`src/rtl/pong_game.sv`:
```
// pong_game: two-player Pong on a 16x16 cell grid.
// Game state advances only on the one-cycle tick pulse. The ball waits at
// centre for SERVE_TICKS ticks, then moves one cell every SPEED_DIV ticks.
// It bounces off the top and bottom walls and off the paddles. A miss scores
// for the opponent, freezes the ball for one tick, and then re-serves toward
// the scorer.
// Optional build macro PONG_AUTOPLAY_EN: the right paddle tracks the ball on
// its own and ignores rup/rdown.
module pong_game #(
  parameter int PADDLE_LEN  = 3,
  parameter int SPEED_DIV   = 4,
  parameter int SERVE_TICKS = 30
) (
  input  logic        clk,
  input  logic        reset,
  input  logic        tick,
  input  logic        lup,
  input  logic        ldown,
  input  logic        rup,
  input  logic        rdown,
  output logic [3:0]  ball_x,
  output logic [3:0]  ball_y,
  output logic [15:0] lpaddle,
  output logic [15:0] rpaddle,
  output logic [3:0]  lscore,
  output logic [3:0]  rscore,
  output logic        serving
);

  typedef enum logic [1:0] {S_SERVE, S_PLAY, S_SCORED} state_t;

  localparam logic [3:0]  POS_MAX  = 4'(16 - PADDLE_LEN);
  localparam logic [3:0]  POS_RST  = 4'((16 - PADDLE_LEN) / 2);
  localparam logic [15:0] PAD_ONES = 16'((1 << PADDLE_LEN) - 1);
  localparam logic [3:0]  CENTRE   = 4'd7;

  state_t      state_q, state_d;
  logic [7:0]  serve_cnt_q, serve_cnt_d;
  logic [3:0]  step_cnt_q, step_cnt_d;
  logic [3:0]  ball_x_q, ball_x_d;
  logic [3:0]  ball_y_q, ball_y_d;
  logic        dx_q, dx_d;          // 1 = moving right
  logic        dy_q, dy_d;          // 1 = moving down
  logic [3:0]  lpos_q, lpos_d;
  logic [3:0]  rpos_q, rpos_d;
  logic [3:0]  lscore_q, lscore_d;
  logic [3:0]  rscore_q, rscore_d;
  logic        r_up, r_dn;

  // Button-driven paddle motion: exactly one button moves, within the grid.
  function automatic logic [3:0] paddle_next(input logic [3:0] pos,
                                             input logic up, input logic dn);
    logic [3:0] nxt;
    nxt = pos;
    if (up && !dn && (pos != 4'd0))
      nxt = pos - 4'd1;
    else if (dn && !up && (pos < POS_MAX))
      nxt = pos + 4'd1;
    return nxt;
  endfunction

  // Paddle masks are a pure function of the registered top row.
  assign lpaddle = PAD_ONES << lpos_q;
  assign rpaddle = PAD_ONES << rpos_q;
  assign ball_x  = ball_x_q;
  assign ball_y  = ball_y_q;
  assign lscore  = lscore_q;
  assign rscore  = rscore_q;
  assign serving = (state_q == S_SERVE);

`ifdef PONG_AUTOPLAY_EN
  // Right paddle chases the ball row; the buttons are unused in this build.
  always_comb begin
    r_up = ({1'b0, ball_y_q} < {1'b0, rpos_q});
    r_dn = ({1'b0, ball_y_q} > ({1'b0, rpos_q} + 5'(PADDLE_LEN - 1)));
  end
  logic unused_rbtn;
  assign unused_rbtn = rup ^ rdown;
`else
  // Right paddle follows its buttons.
  always_comb begin
    r_up = rup;
    r_dn = rdown;
  end
`endif

  // Next-state logic: everything holds unless tick is high.
  always_comb begin
    state_d     = state_q;
    serve_cnt_d = serve_cnt_q;
    step_cnt_d  = step_cnt_q;
    ball_x_d    = ball_x_q;
    ball_y_d    = ball_y_q;
    dx_d        = dx_q;
    dy_d        = dy_q;
    lpos_d      = lpos_q;
    rpos_d      = rpos_q;
    lscore_d    = lscore_q;
    rscore_d    = rscore_q;
    if (tick) begin
      lpos_d = paddle_next(lpos_q, lup, ldown);
      rpos_d = paddle_next(rpos_q, r_up, r_dn);
      case (state_q)
        S_SERVE: begin
          serve_cnt_d = serve_cnt_q + 8'd1;
          if (serve_cnt_d == 8'(SERVE_TICKS)) begin
            state_d    = S_PLAY;
            step_cnt_d = 4'd0;
          end
        end
        S_PLAY: begin
          step_cnt_d = step_cnt_q + 4'd1;
          if (step_cnt_d == 4'(SPEED_DIV)) begin
            step_cnt_d = 4'd0;
            // Vertical: reflect off the top and bottom walls.
            if (dy_q && (ball_y_q == 4'd15)) begin
              dy_d     = 1'b0;
              ball_y_d = 4'd14;
            end else if (!dy_q && (ball_y_q == 4'd0)) begin
              dy_d     = 1'b1;
              ball_y_d = 4'd1;
            end else begin
              ball_y_d = dy_q ? ball_y_q + 4'd1 : ball_y_q - 4'd1;
            end
            // Horizontal: columns 1 and 14 are the paddle faces, and the
            // hit test uses the pre-step row and pre-move mask.
            if (!dx_q && (ball_x_q == 4'd1)) begin
              if (lpaddle[ball_y_q]) begin
                dx_d     = 1'b1;
                ball_x_d = 4'd2;
              end else begin
                ball_x_d = 4'd0;
                rscore_d = rscore_q + 4'd1;
                state_d  = S_SCORED;
              end
            end else if (dx_q && (ball_x_q == 4'd14)) begin
              if (rpaddle[ball_y_q]) begin
                dx_d     = 1'b0;
                ball_x_d = 4'd13;
              end else begin
                ball_x_d = 4'd15;
                lscore_d = lscore_q + 4'd1;
                state_d  = S_SCORED;
              end
            end else begin
              ball_x_d = dx_q ? ball_x_q + 4'd1 : ball_x_q - 4'd1;
            end
          end
        end
        S_SCORED: begin
          // Serve toward the scorer: a ball in column 0 means right scored.
          state_d     = S_SERVE;
          serve_cnt_d = 8'd0;
          ball_x_d    = CENTRE;
          ball_y_d    = CENTRE;
          dx_d        = (ball_x_q == 4'd0);
        end
        default: state_d = S_SERVE;
      endcase
    end
  end

  // State register with synchronous reset that overrides a same-cycle tick.
  always_ff @(posedge clk) begin
    if (reset) begin
      state_q     <= S_SERVE;
      serve_cnt_q <= 8'd0;
      step_cnt_q  <= 4'd0;
      ball_x_q    <= CENTRE;
      ball_y_q    <= CENTRE;
      dx_q        <= 1'b1;
      dy_q        <= 1'b1;
      lpos_q      <= POS_RST;
      rpos_q      <= POS_RST;
      lscore_q    <= 4'd0;
      rscore_q    <= 4'd0;
    end else begin
      state_q     <= state_d;
      serve_cnt_q <= serve_cnt_d;
      step_cnt_q  <= step_cnt_d;
      ball_x_q    <= ball_x_d;
      ball_y_q    <= ball_y_d;
      dx_q        <= dx_d;
      dy_q        <= dy_d;
      lpos_q      <= lpos_d;
      rpos_q      <= rpos_d;
      lscore_q    <= lscore_d;
      rscore_q    <= rscore_d;
    end
  end

endmodule
```
`config.mk`:
```
export PLATFORM = sky130hd
export DESIGN_NAME = pong_game
export DESIGN_NICKNAME = d
export VERILOG_FILES = /design/src/rtl/pong_game.sv
export SDC_FILE = /design/constraint.sdc
export NUM_CORES = 1
export LEC_CHECK = 0
export CAP_MARGIN = 40
export CORE_ASPECT_RATIO = 0.7
export CORE_UTILIZATION = 58
export DETAILED_ROUTE_END_ITERATION = 8
export GPL_TIMING_DRIVEN = 0
export PLACE_DENSITY = 0.87
export RECOVER_POWER = 25
export SLEW_MARGIN = 20
export SYNTH_ARGS = -nofsm -noshare
export SYNTH_HDL_FRONTEND = slang
export SYNTH_SLANG_ARGS = --single-unit
```
`constraint.sdc`:
```
create_clock -name clk -period 4.21 [get_ports clk]
set_input_delay 0.6315 -clock clk [delete_from_list [all_inputs] [get_ports clk]]
set_output_delay 0.6315 -clock clk [all_outputs]
set_load 0.01 [all_outputs]
```
Yosys cells after proc, flatten, opt, wreduce, memory -nomap -nowiden
Index checks and enable logic that the tools add are counted.

Register bits: 40. Word-level logic and storage cells: 123.

Add/sub/neg operators: 12. $lt $le $gt $ge: 3. Equal/unequal tests: 14. Shift-type cells: 2. Mux-type cells: 39. Bitwise operators: 3. Reduce and logical (&&, ||, !) cells: 39.

Operators by type and width (count): $mux 4 (14); $shl 3x4->16 const A (2); $add 4x1->4 const B (7); $pmux 4 s2 (3); $reduce_and 6->1 (3); $mux 2 (8); $pmux 8 s2 (1); $sub 4x1->4 const B (4); $ne 3x3->1 const B (5); $logic_and 1x1->1 (12); $reduce_bool 2->1 (6); $mux 1 (9); $add 8x1->8 const B (1); $bmux 1 s4 (2); $eq 4x4->1 const B (2); $eq 8x5->1 const B (1); $logic_not 4->1 (2); $lt 4x4->1 const B (2); $reduce_bool 4->1 (2); $logic_not 1->1 (6); $reduce_and 2->1 (3); $reduce_and 3->1 (2); $lt 4x5->1 const B (1); $reduce_and 5->1 (1); 11 further kinds (13).

Longest topological paths before layout
Gate-level depths: netlist of the first run.

Depth in word-level cells: 8. Gate-level depth with buffers: 9. Mapped depth without buffers: 9.

Worst setup path after synthesis of the first run
Ideal clock, no wire load.

Path kind: register -> register. Start: reg lpos_q[0]. End: reg lpos_q[3]. Setup time: 0.070 ns. Arrival: 2.378 ns. Setup slack: 1.762 ns. Cell stages (with the launch flop): 10. Buffers on the path: 1. Cells stage by stage: dfxtp_1 clkbuf_1 nor4_1 nor3b_1 ha_1 a21o_1 a21oi_1 xor2_1 or3_1 a21oi_1.

Word-level cells in the longest chain between the ends: 4. Elaborated cells on any way between the ends: 10. Those cells by class: add/sub: 2; order compare: 1; mux: 2; reduce/logical: 5.

Ends and longest elaborated chain: from (decl) (RTL line 44) `logic [3:0] lpos_q, lpos_d;`; from (signal assigned) (RTL line 185) `lpos_q <= lpos_d;`; $lt 4x4->1 / $reduce_bool 4->1 (equally long branches) (RTL line 57, 55); $logic_and 1x1->1, on equally long branches (RTL line 57, 55); $reduce_bool 2->1 (no line); $reduce_and 2->1 (no line).

Parallel ways exist; a longest one is shown, timed or not. The select of a mux whose other input is x is not followed. A chain may end at the register's enable or synchronous reset.

Worst setup path in the final report of the first run
Start: reg rpos_q[1]. End: out rpaddle[13].

Word-level cells in the longest chain between the ends: 1.

Ends and longest elaborated chain: from (decl) (RTL line 45) `logic [3:0] rpos_q, rpos_d;`; from (signal assigned) (RTL line 186) `rpos_q <= rpos_d;`; $shl 3x4->16 (RTL line 64) `assign rpaddle = PAD_ONES << rpos_q;`; to (decl) (RTL line 24) `output logic [15:0] rpaddle,`.

Every way passes these cells.

==> flow_metrics.py, run 1 <==
metrics = {
    "status": {
        "status": "finished clean",
    },
    "detailed_routing": {
        "drt_iter0_drc": 267,
        "detailedRoute.firstPassIterationCount": 5,
        "avgRoutedWirePerCell_um": 14.93,
        "antenna_left": 0,
        "via_count": 3466,
        "routed_wl_um": 8419,
        "drc": 0,
        "vias_per_cell": 6.145,
    },
    "clock_network": {
        "cts_hold_repair.buffers": 0,
        "cts_tree": "built",
        "clkTransAtPathRegs_ns": 0.08,
        "cts_buffer_depth": 2,
        "clock-sinks": 40,
        "cts_setup_buffers": 0,
        "numCtsBuffers": 5,
        "cts-resized-gates": 0,
        "htreeDepth": 2,
        "root_buffer": "clkbuf_8",
        "insertion_delay_ns": 0.31,
    },
    "floorplanning": {
        "die_area_um2": 5780,
        "initial_utilization_pct": 60.40,
        "die_w_um": 90.44,
        "rows": 22,
        "fp.dieH_um": 63.91,
        "core_um2": 5258,
        "io_pins": 56,
    },
    "yosys": {
        "synth_edf_count": 0,
        "synthTopCellsByCount": "41 x a21oi_1, 40 x dfxtp_1, 38 x nor2_1, 34 x nand2_1, 25 x clkbuf_1",
        "syn_nets": 457,
        "yosysWarnings": 0,
        "synthTopCellsByArea": "dfxtp_1 25%, ha_1 6.7%, a21oi_1 6.5%",
        "syn_area_um2": 3176,
        "synth_top_area_share_pct": 25.22,
        "synth_ff_type": "dfxtp_1",
        "ys_seq_area_share_pct": 25.22,
        "async_flop_share_pct": 0,
        "synth_cells": 430,
        "post_synth.cell_area_avg_um2": 7.385,
        "synth_cell_types": 60,
        "synth.most_common_cell": "a21oi_1",
        "synth_seq_cells": 40,
        "yosys.area.top_type": "dfxtp_1",
    },
    "min_path": {
        "hp-class": "flop to flop",
    },
    "critical_path": {
        "cp-start-kind": "flop",
        "critical_path_required_ns": 3.58,
        "crit_fanout": 10,
        "end_kind": "primary output",
        "crit_arrival_ns": 2.29,
        "path_class": "flop to primary output",
    },
    "timing": {
        "fin_skew_ns": 0.01201,
        "hold_violations": 0,
        "rsz0062_at_grt": "false",
        "slew-limit-headroom_pct": 51.20,
        "worst_pin_slew_ns": 0.7301,
        "clock.fmax_ghz": 0.3420,
        "fin_crit_sh_pct": 69.45,
        "drv_slew": 0,
        "finalCriticalPeriod_ns": 2.924,
        "fin_tns_setup_ns": 0,
        "final-setup-viol-count": 0,
    },
    "global_routing": {
        "grt_pass1_wl_um": 13900,
        "gr-usage-all-layers_pct": 29.36,
        "grt_pass1_vias": 2947,
        "grt_overflow_total": 0,
        "grt_max_degree": 14,
        "antenna_found_initial": 0,
    },
    "power_and_ir_drop": {
        "power.total_uw": 908.2,
        "leakage_nw": 1.514,
        "irDropWorstVdd_v": 0.0001466,
        "p_per_area_nw_per_um2": 232.7,
    },
    "cells_and_area": {
        "diodes": 0,
        "syn2layout_area_growth_pct": 22.93,
        "drive_above_1_share_pct": 4.268,
        "nNetsFinal": 518,
    },
    "run": {
        "drv_cap": 0,
    },
    "place": {
        "dp_hpwl_um": 6221,
        "portBuffers": 54,
        "place_congestion": 0.9730,
    },
}
==> worst max-delay path, cell delays in order (launching register included) <==
cell             delay, ns
dfxtp_1               0.34
clkbuf_1              0.30
clkbuf_1              0.37
nand2_1               0.13
o21a_1                0.20
nor2_1                0.10
clkdlybuf4s50_1       0.55
==> path summary, 6_finish.rpt <==
| check | from | slack (ns) | cells past startpoint | end |
|---|---|---|---|---|
| setup / recovery | rpos_q[1]$_SDFFE_PP1P_ | 1.29 | 6 | rpaddle[13] |
| hold reg to reg | rscore[3]$_SDFFE_PP0P_ | 0.48 | 2 | rscore[3]$_SDFFE_PP0P_ |
| hold / removal | rscore[3]$_SDFFE_PP0P_ | 0.48 | 2 | rscore[3]$_SDFFE_PP0P_ |
| setup reg to reg | ball_y[1]$_SDFFE_PP1P_ | 1.45 | 7 | dx_q$_SDFFE_PP1P_ |
==> power breakdown <==
| part | switching [mW] | leakage, nW | internal, mW |
|---|---|---|---|
| Combinational | 0.128 | 1.15 | 0.103 |
| Sequential | 0.00808 | 0.324 | 0.387 |
| Clock | 0.150 | 0.0434 | 0.133 |
| Total | 0.286 | 1.51 | 0.622 |
==> layer usage <==
metal	track usage (%)	routed length, µm	vias up
li1	-	-	1686
met1	42.96	4136	1642
met2	44.66	3644	127
met3	4.405	532	11
met4	8.266	107	0
met5	0	0	-
==> cell usage in the layout (no fill, tap or decap), types with 7 or more instances in the layout <==
master / instances
a21oi_1: 41
a31oi_1: 12
clkbuf_1: 26
clkdlybuf4s50_1: 39
dfxtp_1: 40
dlygate4sd3_1: 15
ha_1: 17
inv_1: 19
nand2_1: 34
nand2b_1: 9
nand3_1: 16
nor2_1: 38
nor2b_1: 15
nor3_1: 15
o211ai_1: 12
o21ai_0: 19
or3_1: 8
xor2_1: 7
==> flip-flops by register name, indices dropped and copies added, names as in the netlist, 4 cells and up <==
name	flops
serve_cnt_q	8
step_cnt_q	4
ball_x	4
lpos_q	4
rpos_q	4
ball_y	4
lscore	4
rscore	4
==> layout make-up <==
cell class / count / area, µm²
Multi-Input combinational cell: 338 / 2161
Fill cell: 420 / 1354
Sequential cell: 40 / 800.8
Timing Repair Buffer: 54 / 540.5
Buffer: 32 / 138.9
Tap cell: 72 / 90.09
Clock buffer: 6 / 82.58
Inverter: 20 / 75.07
Clock inverter: 2 / 15.01
==> metrics by stage <==
stage	utilization, %	setup slack [ns]	hold slack [ns]	instance area (µm²)	cells
2_1_floorplan	-	1.762	0.4575	3176	430
3_3_place_gp	72.39	1.298	0.4621	3806	556
3_5_place_dp	72.39	1.238	0.4734	3806	556
4_1_cts	74.25	1.295	0.4846	3904	564
5_1_grt	74.25	1.092	0.5053	3904	564
6_report	74.25	1.286	0.4817	3904	564
==> logic make-up (layout without fill, tap and decap cells) <==
kind of cell | count (synthesis) | in the layout | share of synthesized area (%)
AOI/OAI and AO/OA | 130 | 130 | 26.44
xor gates and xnor gates | 10 | 10 | 2.758
adders and majority gates | 20 | 20 | 8.589
buffers and inverters | 52 | 114 | 6.737
DFF | 40 | 40 | 25.22
muxes | 2 | 2 | 0.6698
and+or+nand+nor | 176 | 176 | 29.59
(Power assumes the default switching activity.)
==> run 2: changes to the inputs <==
--- a/config.mk
+++ b/config.mk
@@ -7,10 +7,10 @@
 export LEC_CHECK = 0
 export CAP_MARGIN = 40
 export CORE_ASPECT_RATIO = 0.7
-export CORE_UTILIZATION = 58
+export CORE_UTILIZATION = 54
 export DETAILED_ROUTE_END_ITERATION = 8
 export GPL_TIMING_DRIVEN = 0
-export PLACE_DENSITY = 0.87
+export PLACE_DENSITY = 0.82
 export RECOVER_POWER = 25
 export SLEW_MARGIN = 20
 export SYNTH_ARGS = -nofsm -noshare
==> constraint.sdc (replaced) <==
create_clock -name clk -period 2.84 [get_ports clk]
set_input_delay 0.426 -clock clk [delete_from_list [all_inputs] [get_ports clk]]
set_output_delay 0.426 -clock clk [all_outputs]
set_load 0.01 [all_outputs]
==> flow_metrics.py, run 2 (same netlist as run 1, synthesis figures left out) <==
metrics = {
    "timing": {
        "clock.fmax_ghz": 0.3677,
        "fin_hold_ws_ns": 0.4921,
        "rsz0062_at_grt": "false",
        "drv_slew": 0,
        "hold_violations": 0,
        "fin_skew_ns": 0.004246,
        "worst_pin_slew_ns": 0.6171,
        "slew-limit-headroom_pct": 58.86,
        "finalCriticalPeriod_ns": 2.720,
        "final-setup-viol-count": 0,
        "fin_crit_sh_pct": 95.77,
        "fin_tns_setup_ns": 0,
    },
    "floorplanning": {
        "fp.dieH_um": 66.16,
        "core_um2": 5450,
        "die_area_um2": 6196,
        "die_w_um": 93.66,
        "initial_utilization_pct": 58.26,
        "rows": 22,
        "io_pins": 56,
    },
    "critical_path": {
        "crit_top_cell": "a311o_1",
        "slowest_stage": "or4b_4",
        "slowest_delay_ns": 0.51,
        "crit_arrival_ns": 2.91,
        "r2r-end": "dx_q$_SDFFE_PP1P_",
        "reg2reg_depth": 9,
        "critical_path_required_ns": 3.03,
        "reg2reg_from": "ball_x[1]$_SDFFE_PP1P_",
        "cp_num_buf_inv": 2,
        "cp-start-kind": "flop",
        "end_kind": "flop",
        "path_class": "flop to flop",
        "crit_cells": 9,
        "critPathTopFamily": "compound AO/OA/AOI/OAI gates",
        "crit_fanout": 10,
        "r2r_slack_ns": 0.12,
        "worstPathCellList": "inv_1, ha_1, or4b_4, a311o_1, a41oi_2, a211oi_2, buf_6, a311o_1, a21o_1",
    },
    "detailed_routing": {
        "routed_wl_um": 8608,
        "drc": 0,
        "avgRoutedWirePerCell_um": 15.29,
        "drt_iter0_drc": 273,
        "antenna_left": 0,
        "via_count": 3438,
        "vias_per_cell": 6.107,
        "detailedRoute.firstPassIterationCount": 5,
    },
    "min_path": {
        "hold_end": "rscore[3]$_SDFFE_PP0P_",
        "hp-start": "rscore[3]$_SDFFE_PP0P_",
        "hold_depth": 2,
        "hp-class": "flop to flop",
    },
    "cells_and_area": {
        "final_common_cell": "a21oi_1",
        "regMostFlops": "serve_cnt_q",
        "drive_above_1_share_pct": 4.888,
        "layout_common_cells": "41 x a21oi_1, 40 x dfxtp_1, 39 x clkdlybuf4s50_1, 38 x nor2_1, 34 x nand2_1",
        "diodes": 0,
        "syn2layout_area_growth_pct": 23.17,
        "largest_reg_flops": 8,
        "nNetsFinal": 518,
        "fillers": 450,
    },
    "clock_network": {
        "clkTransAtPathRegs_ns": 0.07,
        "clock-sinks": 40,
        "insertion_delay_ns": 0.30,
        "numCtsBuffers": 5,
        "root_buffer": "clkbuf_8",
        "cts_buffer_depth": 2,
        "cts_tree": "built",
        "htreeDepth": 2,
        "cts_setup_buffers": 0,
    },
    "global_routing": {
        "grt_pass1_vias": 3025,
        "gr-usage-all-layers_pct": 28.87,
        "grt_overflow_total": 0,
        "grt_max_degree": 12,
        "antenna_found_initial": 0,
        "grt_pass1_wl_um": 14140,
    },
    "power_and_ir_drop": {
        "comb_power_share_pct": 26.8,
        "internal_power_uw": 895.4,
        "p_per_area_nw_per_um2": 331.4,
        "pwr-share-clk_pct": 28.1,
        "seqPwrFrac_pct": 45.2,
        "irDropWorstVdd_v": 0.0002703,
        "leakage_nw": 1.524,
        "netSwitchingFraction_pct": 30.91,
        "switchingPower_uw": 400.6,
    },
    "place": {
        "place_congestion": 0.9278,
        "dp_hpwl_um": 6490,
        "portBuffers": 54,
    },
    "run": {
        "drv_cap": 0,
    },
    "status": {
        "status": "finished clean",
    },
}
run 2: cell count changes in the layout (fill, tap and decap cells not counted), moves of 2 or more:
cell,before,now
nor3b_1,5,3
nor3b_2,0,2
clkinvlp_4,2,0
clkbuf_2,0,2
run 2: worst max path at each step:
stage,startpoint,to
global route,ball_x[1]$_SDFFE_PP1P_,ball_x[1]$_SDFFE_PP1P_
finish,ball_x[1]$_SDFFE_PP1P_,dx_q$_SDFFE_PP1P_
CTS,lpos_q[2]$_SDFFE_PP1P_,lpos_q[3]$_SDFFE_PP0P_
floorplan,lpos_q[0]$_SDFFE_PP0P_,lpos_q[3]$_SDFFE_PP0P_
detailed placement,rup,rpos_q[3]$_SDFFE_PP0P_
global placement,lup,lpos_q[3]$_SDFFE_PP0P_
run 2: layout make-up:
| type | instances | area (µm²) | share of cell area, % |
|---|---|---|---|
| Sequential cell | 40 | 800.8 | 20.47 |
| Timing Repair Buffer | 54 | 540.5 | 13.82 |
| Buffer | 32 | 141.4 | 3.615 |
| Tap cell | 72 | 90.09 | 2.303 |
| Clock inverter | 1 | 5.005 | 0.1280 |
| Clock buffer | 6 | 72.57 | 1.855 |
| Inverter | 20 | 75.07 | 1.919 |
| Multi-Input combinational cell | 338 | 2186 | 55.89 |
run 2: tightest hold or removal path, delay by kind of cell (launching register included):
family             cells  cell delay [ns]
DFF                    1             0.33
AOI/OAI and AO/OA      2             0.12
run 2: power groups by stage:
stage          Combinational [mW]  Sequential, mW  Clock [mW]
2_1_floorplan               0.210           0.594           0
3_3_place_gp                0.335           0.597           0
3_5_place_dp                0.341           0.598           0
4_1_cts                     0.341           0.585       0.366
5_1_grt                     0.379           0.587       0.391
6_report                    0.347           0.585       0.364
run 2: repair_timing:
item                                    4_1_cts  5_1_grt
hold buffers                                  0        0
endpoints found under the setup margin        0       11
resized for setup                             0        8
hold endpoints to repair                      0        0
run 2: per-stage QoR:
step                cells  setup slack, ns  util (%)  power (mW)  instance area, µm²
global placement      556          0.07797     69.83      0.9315                3806
global route          563          0.02038     71.76       1.356                3911
floorplan             430           0.3917         -      0.8042                3176
finish                563           0.1201     71.76       1.296                3911
CTS                   563          0.06708     71.26       1.292                3884
detailed placement    556          0.01034     69.83      0.9385                3806
run 2: metal layers:
layer  part of all wire, %  vias to the layer above  wire (µm)  global-route usage, %
met2                    44                      122       3781                  45.77
met3                   6.3                       17        546                  4.828
met4                   1.1                        0         98                  8.269
li1                      -                     1683          -                      -
met5                     0                        -          0                      0
met1                    49                     1616       4180                  40.29
